File: src/rtl/masked_sbox_sched_if.sv
// Word-side bundle of the masked S-box scheduler: input word handshake,
// result word handshake and busy flag.
interface masked_sbox_sched_if #(
    parameter int NBYTES = 4
);
    logic                  in_valid_i;
    logic                  in_ready_o;
    logic [0:8*NBYTES-1]   data_i;
    logic [0:8*NBYTES-1]   mask_i;
    logic [0:1]            op_i;
    logic                  out_valid_o;
    logic                  out_ready_i;
    logic [0:8*NBYTES-1]   data_o;
    logic [0:8*NBYTES-1]   mask_o;
    logic                  busy_o;

    modport slave (
        input  in_valid_i, data_i, mask_i, op_i, out_ready_i,
        output in_ready_o, out_valid_o, data_o, mask_o, busy_o
    );

    modport master (
        output in_valid_i, data_i, mask_i, op_i, out_ready_i,
        input  in_ready_o, out_valid_o, data_o, mask_o, busy_o
    );
endinterface

File: src/rtl/masked_sbox_sched.sv
// Feeds one two-share word byte-by-byte through a shared pipelined masked S-box.
// Optional MASKED_SCHED_ZEROIZE_EN clears latched shares and results on output handshake.
//
//   state | meaning
//   IDLE  | ready for a new word
//   ISSUE | issuing one byte per cycle that has a fresh random byte
//   DRAIN | all bytes issued, waiting for the last S-box returns
//   DONE  | result word presented, waiting for out_ready_i
module masked_sbox_sched #(
    parameter int NBYTES  = 4,
    parameter int LATENCY = 3
) (
    input  logic                 clk_i,
    input  logic                 rst_i,
    masked_sbox_sched_if.slave   bus,
    input  logic [0:7]           prd_i,
    input  logic                 prd_valid_i,
    output logic                 prd_ready_o,
    output logic                 sbox_valid_o,
    output logic [0:7]           sbox_data_o,
    output logic [0:7]           sbox_mask_o,
    output logic [0:1]           sbox_op_o,
    output logic [0:7]           sbox_prd_o,
    input  logic [0:7]           sbox_data_i,
    input  logic [0:7]           sbox_mask_i
);

    localparam int CW = $clog2(NBYTES + 1);
    localparam logic [CW-1:0] N_FULL = CW'(NBYTES);
    localparam logic [CW-1:0] N_LAST = CW'(NBYTES - 1);

    typedef enum logic [1:0] {IDLE, ISSUE, DRAIN, DONE} state_t;

    state_t                     r_state;
    state_t                     w_state_nxt;
    logic [0:NBYTES-1][0:7]     r_data_in;
    logic [0:NBYTES-1][0:7]     r_mask_in;
    logic [0:NBYTES-1][0:7]     r_res_data;
    logic [0:NBYTES-1][0:7]     r_res_mask;
    logic [0:1]                 r_op;
    logic [CW-1:0]              r_issue_cnt;
    logic [CW-1:0]              r_cap_cnt;
    logic [LATENCY-1:0]         r_vpipe;
    logic                       r_sbox_valid;
    logic [0:7]                 r_sbox_data;
    logic [0:7]                 r_sbox_mask;
    logic [0:7]                 r_sbox_prd;

    logic                       w_accept;
    logic                       w_issue;
    logic                       w_cap;
    logic                       w_out_hs;
    logic                       w_issue_done;
    logic                       w_cap_done;
    logic [0:7]                 w_cur_data;
    logic [0:7]                 w_cur_mask;

    assign w_accept     = (r_state == IDLE) && bus.in_valid_i;
    assign w_issue      = (r_state == ISSUE) && prd_valid_i;
    assign w_cap        = r_vpipe[LATENCY-1];
    assign w_out_hs     = (r_state == DONE) && bus.out_ready_i;
    // "done" includes the count reached on this very edge
    assign w_issue_done = (r_issue_cnt == N_FULL) || (w_issue && (r_issue_cnt == N_LAST));
    assign w_cap_done   = (r_cap_cnt == N_FULL) || (w_cap && (r_cap_cnt == N_LAST));

    always_comb begin
        w_cur_data = '0;
        w_cur_mask = '0;
        for (int k = 0; k < NBYTES; k++) begin
            if (r_issue_cnt == CW'(k)) begin
                w_cur_data = r_data_in[k];
                w_cur_mask = r_mask_in[k];
            end
        end
    end

    always_ff @(posedge clk_i or posedge rst_i) begin
        if (rst_i) r_state <= IDLE;
        else       r_state <= w_state_nxt;
    end

    always_comb begin
        w_state_nxt     = r_state;
        bus.in_ready_o  = 1'b0;
        bus.out_valid_o = 1'b0;
        bus.busy_o      = 1'b1;
        prd_ready_o     = 1'b0;
        case (r_state)
            IDLE: begin
                bus.in_ready_o = 1'b1;
                bus.busy_o     = 1'b0;
                if (w_accept) w_state_nxt = ISSUE;
            end
            ISSUE: begin
                prd_ready_o = 1'b1;
                if (w_issue_done && w_cap_done) w_state_nxt = DONE;
                else if (w_issue_done)          w_state_nxt = DRAIN;
            end
            DRAIN: begin
                if (w_issue_done && w_cap_done) w_state_nxt = DONE;
            end
            DONE: begin
                bus.out_valid_o = 1'b1;
                if (w_out_hs) w_state_nxt = IDLE;
            end
            default: w_state_nxt = IDLE;
        endcase
    end

    always_ff @(posedge clk_i or posedge rst_i) begin
        if (rst_i) begin
            r_data_in    <= '0;
            r_mask_in    <= '0;
            r_op         <= '0;
            r_issue_cnt  <= '0;
            r_cap_cnt    <= '0;
            r_vpipe      <= '0;
            r_sbox_valid <= 1'b0;
            r_sbox_data  <= '0;
            r_sbox_mask  <= '0;
            r_sbox_prd   <= '0;
            r_res_data   <= '0;
            r_res_mask   <= '0;
        end else begin
            if (w_accept) begin
                r_data_in   <= bus.data_i;
                r_mask_in   <= bus.mask_i;
                r_op        <= bus.op_i;
                r_issue_cnt <= '0;
                r_cap_cnt   <= '0;
            end else begin
                if (w_issue) r_issue_cnt <= r_issue_cnt + 1'b1;
                if (w_cap)   r_cap_cnt   <= r_cap_cnt + 1'b1;
            end

            // bubbles drive zeros so no share lingers on the S-box bus
            r_sbox_valid <= w_issue;
            r_sbox_data  <= w_issue ? w_cur_data : 8'h00;
            r_sbox_mask  <= w_issue ? w_cur_mask : 8'h00;
            r_sbox_prd   <= w_issue ? prd_i      : 8'h00;

            r_vpipe[0] <= w_issue;
            for (int i = 1; i < LATENCY; i++) r_vpipe[i] <= r_vpipe[i-1];

            for (int k = 0; k < NBYTES; k++) begin
                if (w_cap && (r_cap_cnt == CW'(k))) begin
                    r_res_data[k] <= sbox_data_i;
                    r_res_mask[k] <= sbox_mask_i;
                end
            end

`ifdef MASKED_SCHED_ZEROIZE_EN
            if (w_out_hs) begin
                r_data_in  <= '0;
                r_mask_in  <= '0;
                r_res_data <= '0;
                r_res_mask <= '0;
            end
`else
`endif
        end
    end

    assign sbox_valid_o = r_sbox_valid;
    assign sbox_data_o  = r_sbox_data;
    assign sbox_mask_o  = r_sbox_mask;
    assign sbox_prd_o   = r_sbox_prd;
    assign sbox_op_o    = r_op;
    assign bus.data_o   = r_res_data;
    assign bus.mask_o   = r_res_mask;

endmodule

File: src/flat_wrapper.sv
// flat-port wrapper written by rule: the top's interface ports become plain ports
module masked_sbox_sched_flat 
#(
    parameter int NBYTES  = 4,
    parameter int LATENCY = 3
)
  (clk_i, rst_i, prd_i, prd_valid_i, prd_ready_o, sbox_valid_o, sbox_data_o, sbox_mask_o, sbox_op_o, sbox_prd_o, sbox_data_i, sbox_mask_i, bus_in_valid_i, bus_data_i, bus_mask_i, bus_op_i, bus_out_ready_i, bus_in_ready_o, bus_out_valid_o, bus_data_o, bus_mask_o, bus_busy_o);
  masked_sbox_sched_if #(.NBYTES(NBYTES)) bus_i ();
  input  logic clk_i;
  input  logic rst_i;
  input  logic [0:7] prd_i;
  input  logic prd_valid_i;
  output logic prd_ready_o;
  output logic sbox_valid_o;
  output logic [0:7] sbox_data_o;
  output logic [0:7] sbox_mask_o;
  output logic [0:1] sbox_op_o;
  output logic [0:7] sbox_prd_o;
  input  logic [0:7] sbox_data_i;
  input  logic [0:7] sbox_mask_i;
  input wire logic [$bits(bus_i.in_valid_i)-1:0] bus_in_valid_i;
  input wire logic [$bits(bus_i.data_i)-1:0] bus_data_i;
  input wire logic [$bits(bus_i.mask_i)-1:0] bus_mask_i;
  input wire logic [$bits(bus_i.op_i)-1:0] bus_op_i;
  input wire logic [$bits(bus_i.out_ready_i)-1:0] bus_out_ready_i;
  output wire logic [$bits(bus_i.in_ready_o)-1:0] bus_in_ready_o;
  output wire logic [$bits(bus_i.out_valid_o)-1:0] bus_out_valid_o;
  output wire logic [$bits(bus_i.data_o)-1:0] bus_data_o;
  output wire logic [$bits(bus_i.mask_o)-1:0] bus_mask_o;
  output wire logic [$bits(bus_i.busy_o)-1:0] bus_busy_o;
  assign bus_i.in_valid_i = bus_in_valid_i;
  assign bus_i.data_i = bus_data_i;
  assign bus_i.mask_i = bus_mask_i;
  assign bus_i.op_i = bus_op_i;
  assign bus_i.out_ready_i = bus_out_ready_i;
  assign bus_in_ready_o = bus_i.in_ready_o;
  assign bus_out_valid_o = bus_i.out_valid_o;
  assign bus_data_o = bus_i.data_o;
  assign bus_mask_o = bus_i.mask_o;
  assign bus_busy_o = bus_i.busy_o;
  masked_sbox_sched #(.NBYTES(NBYTES), .LATENCY(LATENCY)) u_core (.clk_i(clk_i), .rst_i(rst_i), .bus(bus_i), .prd_i(prd_i), .prd_valid_i(prd_valid_i), .prd_ready_o(prd_ready_o), .sbox_valid_o(sbox_valid_o), .sbox_data_o(sbox_data_o), .sbox_mask_o(sbox_mask_o), .sbox_op_o(sbox_op_o), .sbox_prd_o(sbox_prd_o), .sbox_data_i(sbox_data_i), .sbox_mask_i(sbox_mask_i));
endmodule
File: config.mk
export PLATFORM = sky130hd
export DESIGN_NAME = masked_sbox_sched_flat
export DESIGN_NICKNAME = d
export VERILOG_FILES = /design/src/rtl/masked_sbox_sched_if.sv /design/src/rtl/masked_sbox_sched.sv /design/src/flat_wrapper.sv
export SDC_FILE = /design/constraint.sdc
export NUM_CORES = 1
export LEC_CHECK = 0
export ABC_AREA = 1
export BUFFER_PORTS_ARGS = -buffer_cell sky130_fd_sc_hd__clkbuf_2
export CAP_MARGIN = 20
export CORE_MARGIN = 2
export CORE_UTILIZATION = 40
export CTS_CLUSTER_DIAMETER = 50
export DETAILED_ROUTE_END_ITERATION = 12
export PLACE_DENSITY = 0.61
export REMOVE_ABC_BUFFERS = 1
export SYNTH_ARGS = -nofsm -noshare
export SYNTH_HDL_FRONTEND = slang
export SYNTH_SLANG_ARGS = --single-unit
File: constraint.sdc
create_clock -name clk_i -period 16.4 [get_ports clk_i]
set_input_delay 2.46 -clock clk_i [delete_from_list [all_inputs] [get_ports clk_i]]
set_output_delay 2.46 -clock clk_i [all_outputs]
set_load 0.005 [all_outputs]
==> impl_summary.txt <==
----------------------------------------------------
[Status]
  Outcome ... completed

[Floorplanning]
  Area of the die ... 0.0181 mm2
  Floorplan row count ... 47
  Die H ... 135 um
  Boundary pin count ... 190
  Initial core utilization ... 0.409
  DIE WIDTH ... 135 um
  Total core area ... 0.0166 mm2

[Critical path]
  CP Data Required Time ... 16.68 ns
  Combined buffer and inverter count along the critical path ... 3
  Crit start category ... input pin
  CP peak stage delay ... 0.66 ns
  Critical-path top delay cell ... inv_2
  Critical Path Sink Type ... flop
  Critical Path, Cell by Cell ... clkbuf_2 -> nand2_2 -> inv_2 -> buf_4 -> o21ai_0
  Critical path arrival ... 4.52 ns
  Critical Path Fanout Max ... 63
  Critical path class ... in2reg
  Worst path top cell family by delay ... buffers and inverters

[Layout]
  Most used cells in the layout excluding fill and tap cells ... nand2_1 (248), clkbuf_2 (189), dfrtp_1 (165)
  Antenna Diode Count ... 0
  Commonest non-fill, non-tap cell in the layout ... nand2_1
  Synth-to-layout area growth ... 23.6%
  Nets ... 1019
  Share of cells above drive strength 1 ... 0.262

[Drt]
  DRC viols ... 0
  Post-Route WL ... 15900 um
  Vias after detailed routing ... 5307
  Count of nets left with antenna violations after detail routing ... 0
  DR vias/cell ... 4.65
  Count of routing violations after the opening detailed-route iteration ... 315
  Count of TritonRoute iterations in the first routing pass ... 4
  Final routed wire length divided by cell count ... 14.0 um

[Timing]
  Fin. max-slew vios ... 0
  Final hold violation count ... 0
  Worst hold slack after final layout ... 0.353 ns
  Slew Limit Headroom ... 0.397
  Aggregate negative setup slack ... 0 ns
  Worst Max-Slew Pin Slew ... 0.904 ns
  Clock Skew ... 0.00853 ns
  Final period demand of the worst path ... 4.24 ns
  Max Fclk ... 236 MHz
  Setup repair after global routing missed its margin ... false
  Share of the clock period used by the worst path after layout ... 0.258
  Number of endpoints failing setup at the final stage ... 0

[Logic synthesis]
  Count of different cell masters after synthesis ... 24
  Area of the mapped netlist ... 0.00681 mm2
  Number of storage elements in the synthesis netlist ... 165
  Average instance area after synthesis ... 9.28 um2
  Post-synthesis sequential area ratio ... 0.606
  Count of yosys warnings during synthesis ... 0
  Count of mapped cells out of synthesis ... 734

[Clock tree]
  CTS tree ... built
  Clock buffers created by TritonCTS ... 17
  Clock latency on the worst-skew pair ... 0.42 ns
  TritonCTS sink count ... 165
  Clock root buffer ... clkbuf_16
  Number of buffers inserted for hold repair after clock tree synthesis ... 0
  Maximum buffer depth of the clock tree ... 2
  Post-CTS setup buffer count ... 0
  H-Tree Level Count ... 4
  Clock-pin slew on the worst setup and hold paths ... 0.07 ns
  Number of gates resized after cts ... 0

[GRT]
  Total GRT Usage ... 0.184
  Vias in the first global route ... 5058
  Antenna violations before repair ... 0
  Maximum number of pins on one net before global-route repair ... 99
  Global-route wire length before repair ... 26200 um
  Leftover overflow at the end of global routing ... 0

[Placement]
  Count of port buffers added during placement ... 189
  Half-perimeter wire length of the detailed placement result ... 10500 um
  Gpl congestion ... 0.794

[Power]
  Worst voltage drop across the vdd grid ... 0.0810 mV
  Leakage power ... 4.60 nW
  Power density over cell area ... 180 mW/mm2

[Hold path]
  Min-delay worst type ... reg2reg

[Run]
  Total of max-cap violations ... 0

----------------------------------------------------
==> cell type report <==
type | count | area (um2)
clock buffer | 19 | 443
clock inverter | 13 | 124
fill | 1607 | 8220
inverter | 74 | 283
multi-input combinational | 460 | 2200
sequential | 165 | 4130
tap | 220 | 275
timing repair buffer | 191 | 961
==> per-stage QoR <==
step	utilization	power, W	setup slack (ns)	area, um2	cells
after CTS	0.506	0.00153	12.15	8420	1142
after global routing	0.506	0.00164	11.86	8420	1142
after global placement	0.472	0.00113	11.75	7850	1110
after floorplan	-	0.000943	9.48	6610	699
after detailed placement	0.472	0.00114	11.70	7850	1110
final	0.506	0.00151	12.16	8420	1142
==> power breakdown <==
part / switching (W) / internal [W]
Sequential: 0.0000848 / 0.000576
Clock: 0.000168 / 0.000215
Combinational: 0.000282 / 0.000187
==> registers in the layout, summed over array words and instances (netlist names) <==
register            count
u_core.bus.data_o      32
u_core.bus.mask_o      32
u_core.r_cap_cnt        3
u_core.r_data_in       32
u_core.r_issue_cnt      3
u_core.r_mask_in       32
u_core.r_state          2
u_core.r_vpipe          3
u_core.sbox_data_o      8
u_core.sbox_mask_o      8
u_core.sbox_op_o        2
u_core.sbox_prd_o       8
==> cell families (layout without fill, tap and decap cells) <==
| group | count (synthesis) | count (layout) | share of synthesized area |
|---|---|---|---|
| AND/OR/NAND/NOR | 313 | 313 | 0.191 |
| flip-flops | 165 | 165 | 0.606 |
| AO/OA/AOI/OAI | 132 | 132 | 0.105 |
| buffers and inverters | 109 | 297 | 0.0703 |
| adder cells (fa/ha/maj) | 15 | 15 | 0.0275 |
==> worst reg2reg max path: cells and delay by family, from the launching register on <==
kind | cells | cell delay (ns)
simple gates | 1 | 0.53
compound gates | 1 | 0.20
buf+inv | 3 | 1.40
fa+ha+maj | 1 | 0.24
flops | 1 | 0.42
==> synth_stat cells <==
library cell / count / area share
inv_1: 69 / 0.038
nand2_1: 248 / 0.14
ha_1: 15 / 0.028
o21ai_0: 105 / 0.077
a211oi_1: 1 / 0.0011
o21ai_1: 15 / 0.011
nand3_1: 22 / 0.016
clkbuf_1: 10 / 0.0055
buf_4: 3 / 0.0033
nand2_2: 2 / 0.0018
inv_2: 5 / 0.0028
nand3_2: 1 / 0.0015
nor2_4: 1 / 0.0017
o211ai_2: 5 / 0.0092
or2_0: 1 / 0.00092
buf_2: 17 / 0.012
dfrtp_1: 165 / 0.61
buf_6: 5 / 0.0083
o211ai_1: 5 / 0.0055
o22ai_1: 1 / 0.00092
nor2_1: 24 / 0.013
nand2_4: 2 / 0.0033
nand4_1: 9 / 0.0083
nand3_4: 3 / 0.0077
==> path summary, 6_finish.rpt <==
kind | slack [ns] | startpoint | depth (start not counted) | end
max | 12.16 | bus_in_valid_i | 5 | u_core.r_data_in[20]
min in group asynchronous | 2.20 | rst_i | 2 | u_core.r_mask_in[26]
max in group asynchronous | 12.84 | rst_i | 3 | u_core.bus.mask_o[20]
max reg2reg | 13.48 | u_core.r_state[1] | 6 | u_core.r_data_in[20]
min reg2reg | 0.35 | u_core.r_vpipe[1] | 0 | u_core.r_vpipe[2]
min | 0.35 | u_core.r_vpipe[1] | 0 | u_core.r_vpipe[2]
==> per-layer routing <==
metal | vias up | part of all wire | global-route usage
li1 | 2669 | - | -
met1 | 2455 | 0.49 | 0.267
met2 | 166 | 0.44 | 0.278
met3 | 17 | 0.052 | 0.0409
met4 | 0 | 0.015 | 0.0556
met5 | - | 0 | 0
(Power assumes the default switching activity.)
